## src/rtl/debounce_pkg.sv

```systemverilog
// Shared types and constants for the debounce/synchroniser stage.
// Glitch counting is enabled by defining DEBOUNCE_GLITCH_CNT_EN.
package debounce_pkg;

    typedef enum logic [1:0] {
        LOW      = 2'd0,
        RISE_CHK = 2'd1,
        HIGH     = 2'd2,
        FALL_CHK = 2'd3
    } state_e;

    localparam int GLITCH_CNT_W = 8;

    // Saturating increment: a full counter stays full.
    function automatic logic [GLITCH_CNT_W-1:0] sat_inc(
        input logic [GLITCH_CNT_W-1:0] v
    );
        return (v == {GLITCH_CNT_W{1'b1}}) ? v : v + 1'b1;
    endfunction

endpackage

```

## src/rtl/sync_chain.sv

```systemverilog
// Multi-flop synchroniser for a single asynchronous bit.
// Reusable wherever an async level must enter the clk domain.
module sync_chain #(
    parameter int STAGES = 2
) (
    input  logic clk,
    input  logic reset,
    input  logic d,
    output logic q
);

    logic [STAGES-1:0] ff_q;

    always_ff @(posedge clk or posedge reset) begin
        if (reset) begin
            ff_q <= '0;
        end else begin
            ff_q <= {ff_q[STAGES-2:0], d};
        end
    end

    assign q = ff_q[STAGES-1];

endmodule

```

## src/rtl/debounce_sync.sv

```systemverilog
// Synchronise and debounce a noisy async input; emit rise/fall pulses.
// Define DEBOUNCE_GLITCH_CNT_EN to count aborted transitions.
module debounce_sync
    import debounce_pkg::*;
#(
    parameter int SYNC_STAGES   = 2,
    parameter int STABLE_CYCLES = 4
) (
    input  logic                    clk,
    input  logic                    reset,
    input  logic                    d_raw,
    output logic                    d_clean,
    output logic                    rise,
    output logic                    fall,
    output logic [GLITCH_CNT_W-1:0] glitch_cnt
);

    localparam int CNT_W = $clog2(STABLE_CYCLES);
    localparam logic [CNT_W-1:0] CNT_ONE  = CNT_W'(1);
    localparam logic [CNT_W-1:0] CNT_LAST = CNT_W'(STABLE_CYCLES - 1);

    logic             s;
    state_e           state_q;
    logic [CNT_W-1:0] cnt_q;
    logic             clean_q;
    logic             rise_q;
    logic             fall_q;

    sync_chain #(
        .STAGES(SYNC_STAGES)
    ) u_sync (
        .clk  (clk),
        .reset(reset),
        .d    (d_raw),
        .q    (s)
    );

    // Entering a check state loads 1: the sample that triggered it counts.
    always_ff @(posedge clk or posedge reset) begin
        if (reset) begin
            state_q <= LOW;
            cnt_q   <= '0;
            clean_q <= 1'b0;
            rise_q  <= 1'b0;
            fall_q  <= 1'b0;
        end else begin
            rise_q <= 1'b0;
            fall_q <= 1'b0;
            unique case (state_q)
                LOW: begin
                    if (s) begin
                        state_q <= RISE_CHK;
                        cnt_q   <= CNT_ONE;
                    end
                end
                RISE_CHK: begin
                    if (!s) begin
                        state_q <= LOW;
                        cnt_q   <= '0;
                    end else if (cnt_q == CNT_LAST) begin
                        state_q <= HIGH;
                        cnt_q   <= '0;
                        clean_q <= 1'b1;
                        rise_q  <= 1'b1;
                    end else begin
                        cnt_q <= cnt_q + CNT_ONE;
                    end
                end
                HIGH: begin
                    if (!s) begin
                        state_q <= FALL_CHK;
                        cnt_q   <= CNT_ONE;
                    end
                end
                FALL_CHK: begin
                    if (s) begin
                        state_q <= HIGH;
                        cnt_q   <= '0;
                    end else if (cnt_q == CNT_LAST) begin
                        state_q <= LOW;
                        cnt_q   <= '0;
                        clean_q <= 1'b0;
                        fall_q  <= 1'b1;
                    end else begin
                        cnt_q <= cnt_q + CNT_ONE;
                    end
                end
            endcase
        end
    end

    assign d_clean = clean_q;
    assign rise    = rise_q;
    assign fall    = fall_q;

`ifdef DEBOUNCE_GLITCH_CNT_EN
    logic                    glitch_evt;
    logic [GLITCH_CNT_W-1:0] glitch_d;
    logic [GLITCH_CNT_W-1:0] glitch_q;

    assign glitch_evt = ((state_q == RISE_CHK) && !s) ||
                        ((state_q == FALL_CHK) &&  s);
    assign glitch_d   = glitch_evt ? sat_inc(glitch_q) : glitch_q;

    always_ff @(posedge clk or posedge reset) begin
        if (reset) begin
            glitch_q <= '0;
        end else begin
            glitch_q <= glitch_d;
        end
    end

    assign glitch_cnt = glitch_q;
`else
    assign glitch_cnt = '0;
`endif

endmodule

```

## config.mk

```make
export PLATFORM = sky130hd
export DESIGN_NAME = debounce_sync
export DESIGN_NICKNAME = d
export VERILOG_FILES = /design/src/rtl/debounce_pkg.sv /design/src/rtl/sync_chain.sv /design/src/rtl/debounce_sync.sv
export SDC_FILE = /design/constraint.sdc
export NUM_CORES = 1
export LEC_CHECK = 0
export BUFFER_PORTS_ARGS = -buffer_cell sky130_fd_sc_hd__buf_2
export CAP_MARGIN = 40
export CORE_AREA = 2 2 39 41
export CTS_BUF_LIST = sky130_fd_sc_hd__clkbuf_8 sky130_fd_sc_hd__clkbuf_16
export DETAILED_ROUTE_END_ITERATION = 16
export DIE_AREA = 0 0 41 43
export GPL_TIMING_DRIVEN = 0
export PLACE_DENSITY = 0.6
export SLEW_MARGIN = 20
export SYNTH_ARGS = -nofsm -noshare
export SYNTH_HDL_FRONTEND = slang
export SYNTH_HIERARCHICAL = 1
export SYNTH_SLANG_ARGS = --single-unit
```

## constraint.sdc

```tcl
create_clock -name clk -period 1.95 [get_ports clk]
set_input_delay 0 -clock clk [delete_from_list [all_inputs] [get_ports clk]]
set_output_delay 0 -clock clk [all_outputs]
set_load 0.01 [all_outputs]
```

Yosys cells after proc, flatten, opt, wreduce, memory -nomap -nowiden. Index checks and enable logic that the tools add are counted.

Bits of input ports: 3. Word-level logic and storage cells: 46. Output and inout port bits: 11. Bits in registers: 9.

Reductions and logical operators: 5. Multiplexer cells: 22. Equality and inequality tests: 12. $add $sub $neg: 1.

Operators by type and width (number): $mux 2 (10); $pmux 2 s4 (2); $mux 1 (9); $ne 2x2->1 const B (4); $eq 2x2->1 const B (3); $reduce_and 5->1 (1); $ne 2x1->1 const B (2); $reduce_and 4->1 (1); $ne 3x2->1 const B (1); $ne 3x3->1 const B (1); $add 2x1->2 const B (1); $eq 2x1->1 const B (1); $logic_not 2->1 (1); $pmux 1 s2 (1); $reduce_and 2->1 (1); $reduce_bool 2->1 (1).

Logic depth before layout (Yosys ltp).
Depth in word-level cells: 4. Gate-level depth with buffers: 3. Gate-level depth less buffers: 3.

Hierarchy. Netlist, hierarchy kept.

By module, submodules not included: debounce_sync (cells an instance 34, area an instance 384.1 um^2, sequential area each 175.2 um^2, instances 1); sync_chain (cells an instance 3, area an instance 53.8 um^2, sequential area each 50.0 um^2, instances 1).

Worst setup path before layout. OpenSTA, ideal clock, no wires.

Kind: register to register. Start point: reg cnt_q[0]. End point: reg clean_q (netlist: d_clean). Setup time: 0.124 ns. Cell stages (with the launch flop): 4. Data arrival time: 0.981 ns. Path buffers: 0. Slack: 0.846 ns. Data required time: 1.826 ns. Period minus slack after synthesis: 1.104 ns. Cells stage by stage: dfrtp_1 > ha_1 > and4b_1 > a211o_1.

Word-level cells in the longest chain between the ends: 3. Elaborated cells between the ends (all ways): 4. Those cells by class: 3 x eq/ne; 1 x reduce/logical.

Ends and longest elaborated chain: from (decl) (RTL line debounce_sync.sv:24) `logic [CNT_W-1:0] cnt_q;`; from (signal assigned) (RTL line debounce_sync.sv:66) `cnt_q <= cnt_q + CNT_ONE;`; from (signal assigned) (RTL line debounce_sync.sv:85) `cnt_q <= cnt_q + CNT_ONE;`; $eq 2x2->1 (*) (RTL line debounce_sync.sv:60, debounce_sync.sv:79); $ne 2x2->1 (no source line); $reduce_and 5->1 (no source line) (*); to (signal assigned) (RTL line debounce_sync.sv:43) `clean_q <= 1'b0;`; to (signal assigned) (RTL line debounce_sync.sv:63) `clean_q <= 1'b1;`; to (signal assigned) (RTL line debounce_sync.sv:82) `clean_q <= 1'b0;`; to (decl) (RTL line debounce_sync.sv:25) `logic clean_q;`.

Every way passes the cells marked *; elsewhere a longest branch is shown, timed or not. A chain may end at the register's enable or synchronous reset.

==> flow_summary.yaml <==
worst_hold_path:
  hold_path.class: "primary input to asynchronous set/reset pin"
sta:
  setup_violations: 0
  rsz0062_at_grt: "no"
  max_freq_ghz: 0.859
  post-route-period-util_pct: 59.7
  hold_violations: 0
  fin_crit_ps: 1160
  fin_skew_ps: 2.34
  slew_viol_final: 0
  fin_setup_tns_ps: 0
global_route:
  grt-ovfl-total: 0
  grt_max_degree: 8
  grt_first_pass_wirelength_mm: 1.01
  antenna_found_initial: 0
  top_usage_layer: "met2"
  met2_usage_pct: 12.8
  grt.total_usage_pct: 9.21
  grtUsageMet1_pct: 9.57
  met3_usage_pct: 6.28
  grt_pass1_vias: 253
setup_path:
  max_stage_delay_ps: 400
  crit_slowest_cell: "dfrtp_1"
  crit_path_end_kind: "flip-flop"
  worstPathRequired_ps: 2060
  rr_worst_depth: 3
  critPathLaunchType: "flip-flop"
  path_class: "flip-flop to flip-flop"
  cp.arrival_ps: 1270
  rrSetupSlack_ps: 790
  path_cells: "ha_1 > nand2_1 > mux2_1"
  critPathMaxFanout: 4
  r2r_start: "cnt_q[0]"
clocking:
  numCtsBuffers: 3
  root_buffer: "clkbuf_8"
  cts_tree: "built"
  cts_sinks: 9
  post_cts_buffers: 0
  clockBufferDepth: 2
  clk_latency_ps: 230
  htreeDepth: 1
  clkTransAtPathRegs_ps: 40
outcome:
  status: "complete, no violations"
yosys:
  synth.ff_latch_count: 9
  synth-edff-count: 0
  ys_seq_area_share_pct: 51.4
  syn_inst: 37
  post-synth-top-count-cell: "dfrtp_1"
  synthTopCellsByArea: "dfrtp_1 (51%), buf_4 (14%), ha_1 (5.7%)"
  synthTopCellsByCount: "dfrtp_1 (9), buf_4 (8), ha_1 (2), inv_1 (2), nand2_1 (2)"
  syn-cell-area_sq_um: 438
  synth_ff_type: "dfrtp_1"
  synth-async-reset-ratio_pct: 100
  ys_warn_count: 6
  synth_top_area_share_pct: 51.4
  syn_avg_cell_area_sq_um: 11.8
  synthDistinctLibCells: 19
  yosysTopAreaCell: "dfrtp_1"
power:
  power_density_mw_per_mm2: 1100
  peakVddDrop_mv: 0.448
  p_leak_uw: 0.000307
layout:
  post-route-util_pct: 41.5
  drive_gt1_share_pct: 34.5
  area_growth_pct: 31.1
  nets: 61
  num_antenna_cells: 0
place:
  port_buffers: 5
  dp_hpwl_microns: 460
  gp_routability_congestion: 0.659
floorplan:
  row_count: 14
  initial_core_util_pct: 31.6
  coreArea_sq_mm: 0.00138
  die_x_microns: 41
  die_y_microns: 43
  dieArea_sq_mm: 0.00176
  io_pins: 14
detailed_routing:
  dr.pass1.iters: 1
  drt-vias-per-instance: 3.93
  drtIter0Drc: 0
  vias: 279
  drc: 0
  antenna_left: 0
  post_drt_wl_per_cell_microns: 8.06
  drt-total-wl_microns: 572
run:
  drv_cap: 0
## worst max path at each step
stage,endpoint,depth (start not counted),start
2_1_floorplan,d_clean,3,cnt_q[0]
3_3_place_gp,flip-flop,3,cnt_q[0]
3_5_place_dp,flip-flop,3,cnt_q[0]
4_1_cts,flip-flop,3,cnt_q[0]
5_1_grt,flip-flop,3,cnt_q[0]
6_report,flip-flop,3,cnt_q[0]
## routing by layer
layer	vias to the layer above	share of wire, %	wire (microns)
met2	12	47	268
met4	0	3.0	17
met1	123	41	232
li1	142	-	-
met5	-	0	0
met3	2	9.4	54
## stage by stage
stage	hold slack [ps]	instances	instance area (sq um)	worst slack (ps)	power (uW)
2_1_floorplan	-259	44	464	846	396
5_1_grt	194	71	574	743	684
3_3_place_gp	-139	65	509	797	425
3_5_place_dp	-136	65	509	785	431
4_1_cts	173	71	574	779	644
6_report	175	71	574	786	630
## where the power goes
part	internal, uW	switching, uW	leakage [uW]
clock	136	66.1	0.0000269
sequential	233	50.7	0.000109
combinational	82.7	61.2	0.000171
total	452	178	0.000307
## cell usage in the layout (no fill, tap or decap), types with 2 or more instances in the layout
cell type,instances
dfrtp_1,9
buf_4,8
conb_1,8
buf_2,5
inv_1,3
clkbuf_8,3
nand2_1,2
ha_1,2
dlygate4sd3_1,2
## logic make-up (layout without fill, tap and decap cells)
group / count (synthesis) / in the layout / share of synthesized area, %
muxes: 2 / 2 / 4.86
and+or+nand+nor: 9 / 9 / 13.1
DFF: 9 / 9 / 51.4
xor gates and xnor gates: 1 / 1 / 3.72
other: 1 / 8 / 0.856
adders and majority gates: 2 / 2 / 5.71
AOI/OAI and AO/OA: 3 / 3 / 4.86
buffers and inverters: 10 / 21 / 15.4
## cell type report
class | instances | area (sq um)
Buffer | 8 | 60.1
Clock buffer | 3 | 41.3
Clock inverter | 1 | 3.75
Fill cell | 135 | 810
Inverter | 2 | 7.51
Multi-Input combinational cell | 25 | 171
Sequential cell | 9 | 225
Tap cell | 16 | 20.0
Timing Repair Buffer | 7 | 45.0
## repair_timing
item,4_1_cts,5_1_grt
endpoints found under the hold margin,10,0
hold buffers,2,0
resized for setup,0,0
endpoints found under the setup margin,0,0
## worst max-delay path: cells and delay by family, from the launching register on
| family | cells | cell delay (ps) |
|---|---|---|
| multiplexers | 1 | 310 |
| AND/OR/NAND/NOR | 1 | 100 |
| flip-flops | 1 | 400 |
| adder cells (fa/ha/maj) | 1 | 240 |
No activity file was read; power rests on OpenSTA's default activity.
